--- src/rtl/mat_stream_transpose.sv ---
// -----------------------------------------------------------------------------
// mat_stream_transpose
//
// Streaming matrix transposer. Accepts an M x N matrix of 32-bit words one
// element per beat in row-major order, buffers the whole matrix, then emits
// the N x M transpose one element per beat (column-major order of the input).
// The fill and drain phases never overlap.
//
// Parameters:
//   M          rows of the input matrix (>= 1)
//   N          columns of the input matrix (>= 1)
//
// Ports:
//   clk        clock, all logic on the rising edge
//   rst        synchronous, active-high reset
//   in_valid   producer offers in_data
//   in_ready   block accepts in_data (FILL only, low while rst is high)
//   in_data    input element, row-major order
//   out_valid  out_data holds a valid element (DRAIN only)
//   out_ready  consumer accepts out_data
//   out_data   transposed element, zero when out_valid is low
//   busy       high while draining
//   out_last   (optional) marks the final element of a transposed matrix
//
// Optional feature: define MAT_STREAM_TRANSPOSE_LAST_EN to add out_last.
// -----------------------------------------------------------------------------
module mat_stream_transpose #(
    parameter int unsigned M = 2,
    parameter int unsigned N = 3
) (
    input  logic        clk,
    input  logic        rst,
    input  logic        in_valid,
    output logic        in_ready,
    input  logic [31:0] in_data,
    output logic        out_valid,
    input  logic        out_ready,
    output logic [31:0] out_data,
    output logic        busy
`ifdef MAT_STREAM_TRANSPOSE_LAST_EN
    ,
    output logic        out_last
`endif
);

    // Counter widths; a 1-deep dimension still gets a 1-bit counter.
    localparam int unsigned RW = (M > 1) ? $clog2(M) : 1;
    localparam int unsigned CW = (N > 1) ? $clog2(N) : 1;

    localparam logic [RW-1:0] RMax = RW'(M - 1);
    localparam logic [CW-1:0] CMax = CW'(N - 1);

    localparam logic [0:0] StFill  = 1'b0;
    localparam logic [0:0] StDrain = 1'b1;

    logic [0:0]    state_q, state_d;
    // Fill position (row r, column c) of the next input element.
    logic [RW-1:0] r_q, r_d;
    logic [CW-1:0] c_q, c_d;
    // Drain position: j walks columns (outer), i walks rows (inner).
    logic [RW-1:0] i_q, i_d;
    logic [CW-1:0] j_q, j_d;

    logic [31:0]   mem_q [M][N];
    logic [31:0]   rd_data;

    logic          in_hs;
    logic          out_hs;

    // Outputs are forced idle while rst is high, even before the reset edge.
    assign in_ready  = (state_q == StFill) && !rst;
    assign out_valid = (state_q == StDrain) && !rst;
    assign busy      = out_valid;
    assign out_data  = out_valid ? rd_data : '0;

`ifdef MAT_STREAM_TRANSPOSE_LAST_EN
    assign out_last  = out_valid && (i_q == RMax) && (j_q == CMax);
`endif

    assign in_hs  = in_valid && in_ready;
    assign out_hs = out_valid && out_ready;

    // Next-state and counter logic.
    always_comb begin
        state_d = state_q;
        r_d     = r_q;
        c_d     = c_q;
        i_d     = i_q;
        j_d     = j_q;
        case (state_q)
            StFill: begin
                if (in_hs) begin
                    if (c_q == CMax) begin
                        c_d = '0;
                        if (r_q == RMax) begin
                            r_d     = '0;
                            state_d = StDrain;
                        end else begin
                            r_d = r_q + 1'b1;
                        end
                    end else begin
                        c_d = c_q + 1'b1;
                    end
                end
            end
            StDrain: begin
                if (out_hs) begin
                    if (i_q == RMax) begin
                        i_d = '0;
                        if (j_q == CMax) begin
                            j_d     = '0;
                            state_d = StFill;
                        end else begin
                            j_d = j_q + 1'b1;
                        end
                    end else begin
                        i_d = i_q + 1'b1;
                    end
                end
            end
            default: state_d = StFill;
        endcase
    end

    always_ff @(posedge clk) begin
        if (rst) begin
            state_q <= StFill;
            r_q     <= '0;
            c_q     <= '0;
            i_q     <= '0;
            j_q     <= '0;
        end else begin
            state_q <= state_d;
            r_q     <= r_d;
            c_q     <= c_d;
            i_q     <= i_d;
            j_q     <= j_d;
        end
    end

    // Element storage: written at the fill position, cleared on reset so an
    // aborted matrix leaves no trace.
    always_ff @(posedge clk) begin
        if (rst) begin
            for (int r = 0; r < int'(M); r++) begin
                for (int c = 0; c < int'(N); c++) begin
                    mem_q[r][c] <= '0;
                end
            end
        end else if (in_hs) begin
            for (int r = 0; r < int'(M); r++) begin
                for (int c = 0; c < int'(N); c++) begin
                    if ((r_q == RW'(r)) && (c_q == CW'(c))) begin
                        mem_q[r][c] <= in_data;
                    end
                end
            end
        end
    end

    // Read mux: element at (row i, column j).
    always_comb begin
        rd_data = '0;
        for (int r = 0; r < int'(M); r++) begin
            for (int c = 0; c < int'(N); c++) begin
                if ((i_q == RW'(r)) && (j_q == CW'(c))) begin
                    rd_data = mem_q[r][c];
                end
            end
        end
    end

endmodule
--- config.mk ---
export PLATFORM = sky130hd
export DESIGN_NAME = mat_stream_transpose
export DESIGN_NICKNAME = d
export VERILOG_FILES = /design/src/rtl/mat_stream_transpose.sv
export SDC_FILE = /design/constraint.sdc
export NUM_CORES = 1
export LEC_CHECK = 0
export CAP_MARGIN = 20
export CORE_MARGIN = 2
export CORE_UTILIZATION = 53
export DETAILED_ROUTE_END_ITERATION = 8
export GPL_TIMING_DRIVEN = 0
export PLACE_DENSITY = 0.76
export SLEW_MARGIN = 10
export SYNTH_ARGS = -nofsm -noshare
export SYNTH_HDL_FRONTEND = slang
export SYNTH_SLANG_ARGS = --single-unit
--- constraint.sdc ---
create_clock -name clk -period 3.04 [get_ports clk]
set_input_delay 0.608 -clock clk [delete_from_list [all_inputs] [get_ports clk]]
set_output_delay 0.608 -clock clk [all_outputs]
set_load 0.02 [all_outputs]
# [Yosys cells after proc, flatten, opt, wreduce, memory -nomap -nowiden]
# Memories as Yosys holds them, arrays and structs flattened.
# Cells that the tools add are included.
[totals] out_inout_bits=35 inputBits=36 ram_bits=192 register_bits=7 wordCells=96 n_memories=1
[mem_list] name="mem_q" depth=2 width=96 rd=2 rd_clocked_by_memory_dff=0 write_ports=2 line_no="64" source="logic [31:0] mem_q [M][N];"
[classes] add_sub_neg=4 eq_ne=4 reduce_logical=23 bitwise_logic=9 muxes=50
[ops] op="32-bit 2-to-1 mux" n=13
[ops] op="1-bit 2-to-1 mux" n=34
[ops] op="1-bit logical AND" n=16
[ops] op="1-bit bitwise OR" n=6
[ops] op="3-bit AND reduction" n=2
[ops] op="2-bit by 1-bit adder with 2-bit output, second input constant" n=2
[ops] op="2-bit by 1-bit == test with 1-bit output, second input constant" n=2
[ops] op="2-bit == test, second input constant" n=2
[ops] op="2-bit zero test" n=2
[ops] op="2-bit 2-to-1 mux" n=2
[ops] op="2-bit AND reduction" n=2
[ops] op="1-bit inverter" n=3
[ops] op="1-bit adder, second input constant" n=2
[ops] op="1-bit one-hot mux with 2 select lines" n=1
[ops] op="1-bit zero test" n=1

# [Depth between registers and ports, before layout]
[depth] depth_word=9 mapped_depth=6

# [Worst setup path before layout]
# OpenSTA, ideal clock, no wires.
[synth_timing] kind="input to register" from="in in_valid" to="mem mem_q[0][0] (netlist bit), enable pin" slack_ps=178 setup_ps=428 cell_stages=3 arrival_ps=2434 path_buffers=0 cell_sequence="nor3b_2 nand2_1 o21bai_1"
[synth_lines] element="start, declared" line_no="33" source="input logic in_valid,"
[synth_lines] element="end, declared" line_no="64"

# [Final worst setup path]
[layout_timing] from="reg j_q[0]" to="out out_data[16]"
[layout_between] elab_chain_cells=9 word_cells_on_any_way=16 classes_between="eq/ne: 2; mux: 7; reduce/logical: 7"
[layout_lines] element="start, declared" line_no="62" source="logic [CW-1:0] j_q, j_d;"
[layout_lines] element="start signal, assigned" line_no="137" source="j_q <= j_d;"
[layout_lines] element="2-bit zero test" line_no="166" source="if ((i_q == RW'(r)) && (j_q == CW'(c))) begin"
[layout_lines] element="1-bit logical AND" line_no="166"
[layout_lines] element="32-bit 2-to-1 mux (5 in series)" line_no="166"
[layout_lines] element="32-bit 2-to-1 mux (*)" line_no="166"
[layout_lines] element="32-bit 2-to-1 mux (*)" line_no="74" source="assign out_data = out_valid ? rd_data : '0;"
[layout_lines] element="end, declared" line_no="38" source="output logic [31:0] out_data,"
# Mark *: on every way between the ends. The rest lies on a longest branch, timed or not.

==> impl_results.md <==
- Worst-Skew Late Latency: between 400 and 500 ps
- Hold/Removal Path Class: flop to flop
- Placed cell count: about 990
- Max Cap Viol: 0
- Hold_buf cts: 0
- Hold path depth: 2
- DR WL/cell: 22.63 um
- Netlist cell types: 38
- Largest net degree at the start of global routing: 33
- Top area cells in the synthesized netlist: edfxtp_1 (64%), and2_1 (8.9%), nor2b_1 (4.3%)
- Layout cell share with drive strength beyond 1: between 10 and 15%
- Vias in the first global route: about 6200
- Worst-path maximum fanout: 10
- Synthesized area: about 0.009 mm^2
- P_sw: between 0.001 and 0.0015 W
- Arrival @ worst endpoint: 2350 ps
- Starting DRT DRC Count: 710
- Setup TNS: 0 ps
- Post-CTS setup buffers: 0
- HPWL Detailed: around 14 mm
- Critical path's slowest cell: clkdlybuf4s50_1
- Die ar.: between 0.015 and 0.02 mm^2
- Num Clock Sinks: 199
- P_int: 0.004590 W
- ANT cells: 0
- Mean cell area of the mapped netlist: 12.99 um^2
- Post-route cell area: roughly 0.011 mm^2
- Slew Viols, Final: 0
- Die Wd: roughly 130 um
- Top-level I/O count: 71
- Post-synth net total: ~730
- Top cell type's share of synthesized area: between 60 and 70%
- Setup CP Type: flop to output pin
- Number of synthesized flops with an enable pin: between 150 and 200
- WHS: 596.2 ps
- RSZ-0062 raised after global routing: no
- Post-synth top area cell: edfxtp_1
- DRT Pass-1 Iters: 5
- CTS H-tree lvls: 4
- Synthesized flop and latch total: approximately 200
- Area grow syn2layout: 18.76%
- GRT overflow: 0
- CTS Buf Count: 17
- Synthesis warning total: 0
- Reg2reg start: c_q[0]$_SDFFE_PP0P_
- Peak supply drop: 393.5 uV
- Crit-path cells: buf_2 -> mux2_2 -> o22ai_1 -> o22ai_1 -> and3_1 -> clkdlybuf4s50_1
- CP startpoint kind: flop
- Clock-pin slew on the worst setup and hold paths: ~70 ps
- Cell leakage power: 3.978 nW
- Status: complete, no violations
- Reg2reg path depth: 3
- Total GRT Usage: around a quarter
- Port Buffer Count: 69
- Vias: 6075
- Switching Fraction: about a fifth
- Core area: between 0.015 and 0.02 mm^2
- Wirelength, routed: between 20 and 25 mm
- Setup violations, final: 0
- Pwr Total: 0.005796 W
- CTS tree: done
- CTS Root Cell: clkbuf_16
- Grt peak-use layer: met2
- Clock power share: approximately two fifths
- Critical path required time: 2430 ps
- Via/cell ratio: between 5 and 6
- Rows: 47
- Synth Instances: roughly 690
- Routed Antenna Nets: 0
- Clock buffer depth: 2
- FMAX: 337.5 MHz
- Global-route wire length before repair: 34.80 mm
- Crit. End Element: output pin
- Register area share after synthesis: roughly two thirds
- Remaining DRCs: 0
- Layout Cells excl Fill: 1017
- Layout Nets: a little over 800
- Worst-margin pin slew: about 1000 ps
- Worst path max stage delay: 550 ps
- Setup Skew: 6.173 ps
- FFs w/ async S/R, synth: 0%
- Gate power share: approximately 5.6%
- Met2 usage: 44.16%
- Power share of the sequential group: roughly 55%
- Initial antenna violation count: 0
- GR Util met1: between 30% and 40%
- Period utilization: 97.46%
- Initial Util: 54.26%
- PD cells: roughly 540 mW/mm^2
- Hold path start: c_q[1]$_SDFFE_PP0P_
- Most used cell, CP: o22ai_1
- Final Wtd Congestion: approximately 0.87
- Ys flop type: edfxtp_1
- Final min period: ~3000 ps
- M3 GR Usage: approximately 4.6%
- Final Hold Vio Count: 0
- Normalized max-slew margin: 32.45%
- Launch point of the worst path: j_q[0]$_SDFFE_PP0P_
- Dpl cell area: between 0.01 and 0.015 mm^2
- Die H: 134.3 um
-- cell usage in the layout, fill, tap and decap left out, drive strengths merged, types with 5 or more instances in the layout --
| master | count |
|---|---|
| clkbuf | 45 |
| clkinv | 8 |
| a21oi | 35 |
| o2bb2ai | 30 |
| edfxtp | 192 |
| and2 | 128 |
| dfxtp | 7 |
| nor2 | 11 |
| nor2b | 62 |
| buf | 38 |
| a32oi | 30 |
| o22ai | 6 |
| a31oi | 30 |
| nand2b | 5 |
| clkdlybuf4s50 | 39 |
| dlygate4sd2 | 29 |
| o21ai | 62 |
| nand2 | 7 |
-- power groups by stage --
stage	sequential, W	combinational [W]	clock [W]
2_1_floorplan	0.00324	0.000176	0
5_1_grt	0.00321	0.000352	0.00238
3_3_place_gp	0.00325	0.000294	0
6_report	0.00320	0.000327	0.00227
4_1_cts	0.00320	0.000326	0.00228
3_5_place_dp	0.00326	0.000324	0
-- cell usage after synthesis (2+ instances only) --
cell,n
o22ai_1,6
and2_1,128
a21oi_1,35
edfxtp_1,192
o21ai_0,61
mux2_2,2
nor3_1,2
a32oi_1,30
o21bai_1,2
buf_4,4
nor2_1,11
xor2_1,2
nand2_1,7
o2bb2ai_1,30
buf_2,26
nor2b_1,62
and4b_1,2
dfxtp_1,7
or2_2,3
a31oi_1,30
nand2b_1,4
and3_1,2
buf_6,6
clkbuf_1,23
clkbuf_2,2
mux2i_1,2
-- kinds of logic after synthesis --
kind of cell           Yosys count  synth area share (%)
AND/OR/NAND/NOR                229                 15.98
XOR/XNOR                         3                0.2920
AO/OA/AOI/OAI                  196                 13.99
flip-flops                     199                 65.63
buffers and inverters           62                 3.643
multiplexers                     4                0.4727
-- worst max-delay path: cells and delay by family (launching register included) --
kind	cells	cell delay, ps
buffers and inverters	2	770
muxes	1	360
DFF	1	320
AOI/OAI and AO/OA	2	260
and+or+nand+nor	1	220
-- through the flow --
step / util (%) / setup WS, ps
2_1_floorplan: - / 178.0
3_3_place_gp: 60.09 / -1740
3_5_place_dp: 60.73 / -205.4
4_1_cts: 64.41 / 4.650
5_1_grt: 64.44 / 24.95
6_report: 64.44 / 77.33
-- final timing paths --
| check | slack, ps | endpoint |
|---|---|---|
| worst max register to register | 620 | mem_q[0][80]$_DFFE_PP_ |
| worst min-delay path | 600 | c_q[1]$_SDFFE_PP0P_ |
| worst max-delay path | 80 | out_data[16] |
| worst min register to register | 600 | c_q[1]$_SDFFE_PP0P_ |
-- per-layer routing --
layer	vias up	wire, um
li1	2768	-
met1	2996	9261
met2	276	11410
met3	35	1824
met4	0	510
met5	-	0
-- state kept, by name, summed over array words and instances, names as in the netlist --
name,count
state_q,1
c_q,2
mem_q,192
r_q,1
i_q,1
j_q,2
-- timing repair --
item / CTS / global route
endpoints found under the setup margin: 31 / 2
pin swaps: 0 / 0
resized for setup: 61 / 2
-- area by class of cell --
cell class | instances | area [um^2]
Buffer | 61 | 381.6
Clock buffer | 19 | 432.9
Clock inverter | 13 | 156.4
Fill cell | 1226 | 5897
Inverter | 1 | 3.754
Multi-Input combinational cell | 432 | 2791
Sequential cell | 199 | 5906
Tap cell | 220 | 275.3
Timing Repair Buffer | 72 | 739.5
No activity file was read; power rests on OpenSTA's default activity.
